`src/rtl/rand_index_gen_multi.sv`:
```
// rand_index_gen_multi: multi-lane seedable LCG index generator emitting bursts of index vectors on valid/ready
module rand_index_gen_multi #(
    parameter int RANGE     = 64,
    parameter int CHANNELS  = 4,
    parameter int MULT      = 5,
    parameter int INC       = 1,
    parameter int SEGMENTED = 1,
    parameter int CNT_W     = 16,
    localparam int W  = $clog2(RANGE),
    localparam int OW = SEGMENTED != 0 ? $clog2(RANGE * CHANNELS) : W
) (
    input  logic                   clk,
    input  logic                   arst_n_in,
    input  logic                   seed_load_in,
    input  logic [CHANNELS*W-1:0]  seed_in,
    input  logic                   start_in,
    input  logic [CNT_W-1:0]       burst_len_in,
    output logic                   busy_out,
    output logic                   idx_valid_out,
    input  logic                   idx_ready_in,
    output logic [CHANNELS*OW-1:0] idx_out,
    output logic                   done_out
);
    typedef enum logic [1:0] {IDLE, RUN, DONE} state_t;
    state_t state, state_nxt;
    logic [CNT_W-1:0] remaining;
    logic [W-1:0] cur [CHANNELS];
    logic [W-1:0] nxt [CHANNELS];
    logic hs, idle_seed, idle_start;
    if ((RANGE & (RANGE - 1)) != 0 || RANGE < 4 || MULT % 4 != 1 || INC % 2 == 0) begin : g_bad_params
        $error("rand_index_gen_multi: RANGE must be a power of two >= 4, MULT mod 4 == 1, INC odd");
    end
    function automatic logic [W-1:0] f(input logic [W-1:0] x);
        return W'(MULT * int'(x) + INC);
    endfunction
    assign idx_valid_out = state == RUN;
    assign busy_out      = state != IDLE;
    assign done_out      = state == DONE;
    assign hs            = idx_valid_out && idx_ready_in;
    assign idle_seed     = state == IDLE && seed_load_in;
    assign idle_start    = state == IDLE && start_in;
    always_comb begin
        state_nxt = state == IDLE ? (start_in ? (burst_len_in != '0 ? RUN : DONE) : IDLE) :
                    state == RUN  ? (hs && remaining == CNT_W'(1) ? DONE : RUN) : IDLE;
    end
    // nxt holds f(cur) so every handshake can advance without a combinational LCG in the output path
    always_ff @(posedge clk or negedge arst_n_in) begin
        if (!arst_n_in) begin
            state     <= IDLE;
            remaining <= '0;
            for (int c = 0; c < CHANNELS; c++) begin
                cur[c] <= W'(RANGE - 2 - c);
                nxt[c] <= f(W'(RANGE - 2 - c));
            end
        end else begin
            state <= state_nxt;
            if (idle_start) remaining <= burst_len_in;
            else if (hs) remaining <= remaining - 1'b1;
            for (int c = 0; c < CHANNELS; c++) begin
                if (idle_seed) begin
                    cur[c] <= seed_in[c*W +: W];
                    nxt[c] <= f(seed_in[c*W +: W]);
                end else if (hs) begin
                    cur[c] <= nxt[c];
                    nxt[c] <= f(nxt[c]);
                end
            end
        end
    end
    for (genvar g = 0; g < CHANNELS; g++) begin : g_lane
        assign idx_out[g*OW +: OW] = OW'(SEGMENTED != 0 ? g * RANGE + int'(cur[g]) : int'(cur[g]));
    end
endmodule

```
`config.mk`:
```
export PLATFORM = sky130hd
export DESIGN_NAME = rand_index_gen_multi
export DESIGN_NICKNAME = d
export VERILOG_FILES = /design/src/rtl/rand_index_gen_multi.sv
export SDC_FILE = /design/constraint.sdc
export NUM_CORES = 1
export LEC_CHECK = 0
export BUFFER_PORTS_ARGS = -buffer_cell sky130_fd_sc_hd__buf_4
export CORE_MARGIN = 4
export CORE_UTILIZATION = 25
export DETAILED_ROUTE_END_ITERATION = 12
export GPL_ROUTABILITY_DRIVEN = 0
export HOLD_SLACK_MARGIN = 0.15
export PLACE_DENSITY = 0.43
export SYNTH_ARGS = -nofsm -noshare
export SYNTH_HDL_FRONTEND = slang
export SYNTH_SLANG_ARGS = --single-unit
```
`constraint.sdc`:
```
create_clock -name clk -period 3.6 [get_ports clk]
set_clock_uncertainty 0.1 [all_clocks]
set_input_delay 0.36 -clock clk [delete_from_list [all_inputs] [get_ports clk]]
set_output_delay 0.36 -clock clk [all_outputs]
set_load 0.02 [all_outputs]
```
# Word-level counts from Yosys, hierarchy flattened
# Cells that the tools add are included.
# word_totals
regBits,66
input_bits,45
output_inout_bits,35
word_cells,65
# op_classes
n_addsub,12
multipliers,8
n_eq_ne,3
n_mux,23
n_reduce_logical,9
# ops
cell,n
$mux 6,16
$add 6x1->6 const B,8
$mul 3x6->6 const A,8
$mux 16,2
$add 8x6->8 const A,2
$eq 16x1->1 const B,1
$reduce_bool 16->1,1
$sub 16x1->16 const B,1
$mux 2,5
$add 7x6->8 const A,1
$reduce_bool 2->1,3
$logic_and 1x1->1,4
$eq 2x1->1 const B,1
$eq 2x2->1 const B,1
$logic_not 2->1,1

# Logic depth before layout (Yosys ltp)
# logic_depth
word_depth,6
ltp_mapped,7
depth_no_buf,6

# Worst setup path before layout
# No wires, ideal clock.
# synth_timing
path_kind,flip-flop to flip-flop
start,register nxt[8] in the netlist's numbering
end,register nxt[11] in the netlist's numbering
setup_ns,0.082
arrival_ns,1.888
required_ns,3.418
slack_ns,1.530
path_stages_with_launch,7
path_buffers,0
synth_period_minus_slack_ns,2.070
path_cell_list,dfstp_2 -> ha_1 -> ha_1 -> a21oi_1 -> a211o_1 -> and4_1 -> a211o_1
# synth_between
elab_chain_len,4
# synth_lines
element,line,text
"start, declared",28,logic [W-1:0] nxt [CHANNELS];
"start signal, assigned by index",53,nxt[c] <= f(W'(RANGE - 2 - c));
"start signal, assigned by index",62,nxt[c] <= f(seed_in[c*W +: W]);
"start signal, assigned by index",65,nxt[c] <= f(nxt[c]);
$mul 3x6->6,34,return W'(MULT * int'(x) + INC);
$add 6x1->6,34,
$mux 6,63,end else if (hs) begin
$mux 6,60,if (idle_seed) begin
# Every way passes these cells. The select of a mux whose other input is x is not followed.
# A chain may end at the register's enable or synchronous reset.

# Worst setup path after layout
# layout_timing
start,register state[1]
end,register remaining[7]
# layout_between
elab_chain_len,3
elab_cells_between_ends,6
cone_classes,1 x eq/ne; 1 x mux; 4 x reduce/logical
# layout_lines
element,line,text
"start, declared",25,"state_t state, state_nxt;"
"start signal, assigned",56,state <= state_nxt;
$eq 2x1->1 or $logic_not 2->1 (tied branches),"36, 41",
$logic_and 1x1->1 (on tied branches),"39, 41",
$reduce_bool 2->1 (no source line) or $mux 16 (tied branches),--,
"end signal, assigned",57,if (idle_start) remaining <= burst_len_in;
"end signal, assigned",58,else if (hs) remaining <= remaining - 1'b1;
"end, declared",26,logic [CNT_W-1:0] remaining;
# Several ways; a longest one is shown, not always the timed one.

==> results by group <==
Timing
  – Hold_ws: 0.171 ns
  – RSZ-0062 raised after global routing: no
  – Final hold vios: 0
  – Setup-failing EPs final: 0
  – Setup_tns: 0 ns
  – Worst Tran Pin Value: 0.887 ns
  – Min Clock Period, post-route: 2.38 ns
  – Max Clk Rate: 421 MHz
  – Ratio of final minimum period to clock period: 66.0%
  – Slew Viols, Final: 0
  – Relative slew margins: 40.9%

Min path
  – Hold Crit Class: in2reg

Power and ir drop
  – Worst VDD drop: 0.000335 V
  – Post-layout power: 4.89 mW
  – P_leak: 2.44 nW
  – Pwr Density: 883 nW/µm²

GRT
  – Global route total overflow: 0
  – Vias in the first global route: 3820
  – GRT Total Usage: 12.2%
  – First-pass GRT wire length: 19.9 mm
  – Initial antenna violation count: 0
  – Largest net degree at the start of global routing: 67

Layout
  – Area delta synth->final: 22.4%
  – Most frequent cells in the layout: nand2_1, buf_4, ha_1, nor2_1, a31oi_1
  – ANT cells: 0
  – Area of the multi-input gates: 2670 µm²
  – Final net count: 653
  – Share of cells above drive strength 1: 23.8%
  – Finished Cell Area: 5540 µm²
  – Layout Cells excl Fill: 780
  – Fillcell total: 1873
  – Most common cell after layout, fill and taps aside: nand2_1
  – Reg area: 1690 µm²

Logic synthesis
  – #FFs+latches synth: 66
  – Post-synthesis sequential area ratio: 37.4%
  – Synth Instances: 483
  – Post-synthesis instance area: 4530 µm²
  – Post-synth EDFFs: 0
  – Most used DFF post-synth: dfstp_2
  – Unique masters post-synth: 53
  – Post-Synthesis Mean Instance Area: 9.37 µm²
  – Ys async rst share: 100%
  – Warnings, synthesis: 0

Clock network
  – Worst-path clk slew: 0.06 ns
  – Number of buffers created by CTS: 9
  – Number of H-tree levels: 3
  – Root buf cell: clkbuf_16
  – Worst-skew pair later-pin latency: 0.33 ns
  – Post-CTS resize count: 0
  – Clock tree buffer depth: 2
  – Clock sink count: 66
  – CTS tree: built

Status
  – Status: completed

Placement
  – Inst Count DP: 760
  – Area after DPL: 5230 µm²
  – Number of port buffers: 71
  – DP Wirelength: 8.86 mm

Drt
  – Post-route ant nets: 0
  – Drt first-iter violations: 157
  – DRT Pass-1 Iters: 4
  – WL final: 12.2 mm
  – Wire per inst: 15.6 µm
  – Drc violations: 0
  – Via density: 4.85
  – DR vias: 3786

Die
  – CORE AREA: 17500 µm²
  – IO Pins: 80
  – Die width: 143 µm
  – Starting Density: 25.8%
  – Die Span Y: 143 µm
  – Die ar.: 20300 µm²
  – Site Rows: 48

Setup path
  – Critical Path RT: 3.72 ns
  – CP Capture Type: flop
  – Max FO, Critical Path: 31
  – Startpoint types: flop
  – WP data arrival: 2.50 ns
  – Critical path class: reg2reg

Run
  – MaxCap Viol Count: 0
## worst max-delay path: stages, from the launching register on
cell	delay [ns]
dfrtp_1	0.43
and3b_2	0.75
nand4_4	0.29
or4_1	0.46
a31o_1	0.22
## per-layer routing
layer  wire (µm)  GRT usage (%)  up-vias
met5           0              0        -
met4         195           4.30        0
met3         567           2.69       13
met2        5370           18.9       78
met1        6050           16.9     1812
li1            -              -     1883
## cell families (layout without fill, tap and decap cells)
logic type / count (synthesis) / after routing / share of synthesized area, %
compound gates: 107 / 107 / 16.1
xor+xnor: 37 / 37 / 7.16
fa+ha+maj: 58 / 58 / 16.0
buf+inv: 35 / 101 / 4.28
flops: 66 / 66 / 37.4
mux: 4 / 4 / 0.885
other cells: 2 / 8 / 0.166
simple gates: 174 / 174 / 18.0
## repair_timing
| item | in CTS | in global routing |
|---|---|---|
| hold buffers | 4 | 0 |
| endpoints found under the hold margin | 36 | 0 |
| buffers inserted | 0 | 0 |
## registers in the layout, summed over array words and instances, names as in the netlist
signal,cells
remaining,16
nxt,24
cur,24
state,2
## area by class of cell
| type | instances | area share, % |
|---|---|---|
| tap | 225 | 5.08 |
| inverter | 4 | 0.271 |
| clock inverter | 3 | 0.271 |
| sequential | 66 | 30.6 |
| timing repair buffer | 81 | 11.2 |
| multi-input combinational | 388 | 48.1 |
| clock buffer | 13 | 4.52 |
## path summary, 6_finish.rpt
check                                  from       endpoint  slack [ns]  depth (start not counted)
max                                state[1]   remaining[7]        1.22                          4
min                        burst_len_in[13]  remaining[13]        0.17                          3
max reg2reg                        state[1]   remaining[7]        1.22                          4
min reg2reg                         cur[23]        cur[23]        0.39                          2
max in group asynchronous         arst_n_in        nxt[14]        2.22                          2
min in group asynchronous         arst_n_in  remaining[10]        0.60                          2
## report_power, final
group / switching (mW) / internal [mW]
Sequential: 0.351 / 1.25
Clock: 0.329 / 0.482
Combinational: 1.35 / 1.13
Total: 2.03 / 2.86
## cell usage after synthesis, types with 5 or more instances
cell	number	area, µm²
nand2_1	85	319
ha_1	58	726
a31oi_1	40	250
nor2_1	40	150
dfrtp_1	33	826
dfstp_2	33	867
xnor2_1	32	280
a21oi_1	13	65.1
clkbuf_1	12	45.0
nand3_1	12	60.1
buf_4	11	82.6
o21ai_0	11	55.1
a211o_1	8	70.1
nand4_1	6	37.5
o211ai_1	6	45.0
o311ai_0	6	52.6
buf_2	5	25.0
nor4_1	5	31.3
xor2_1	5	43.8
## through the flow
stage / setup WS [ns] / util [%]
global route: 1.11 / 31.6
floorplan: 1.53 / -
global placement: 1.32 / 29.8
finish: 1.22 / 31.6
detailed placement: 1.26 / 29.8
CTS: 1.24 / 31.6
Note: power is estimated with default switching activity, not from simulation.
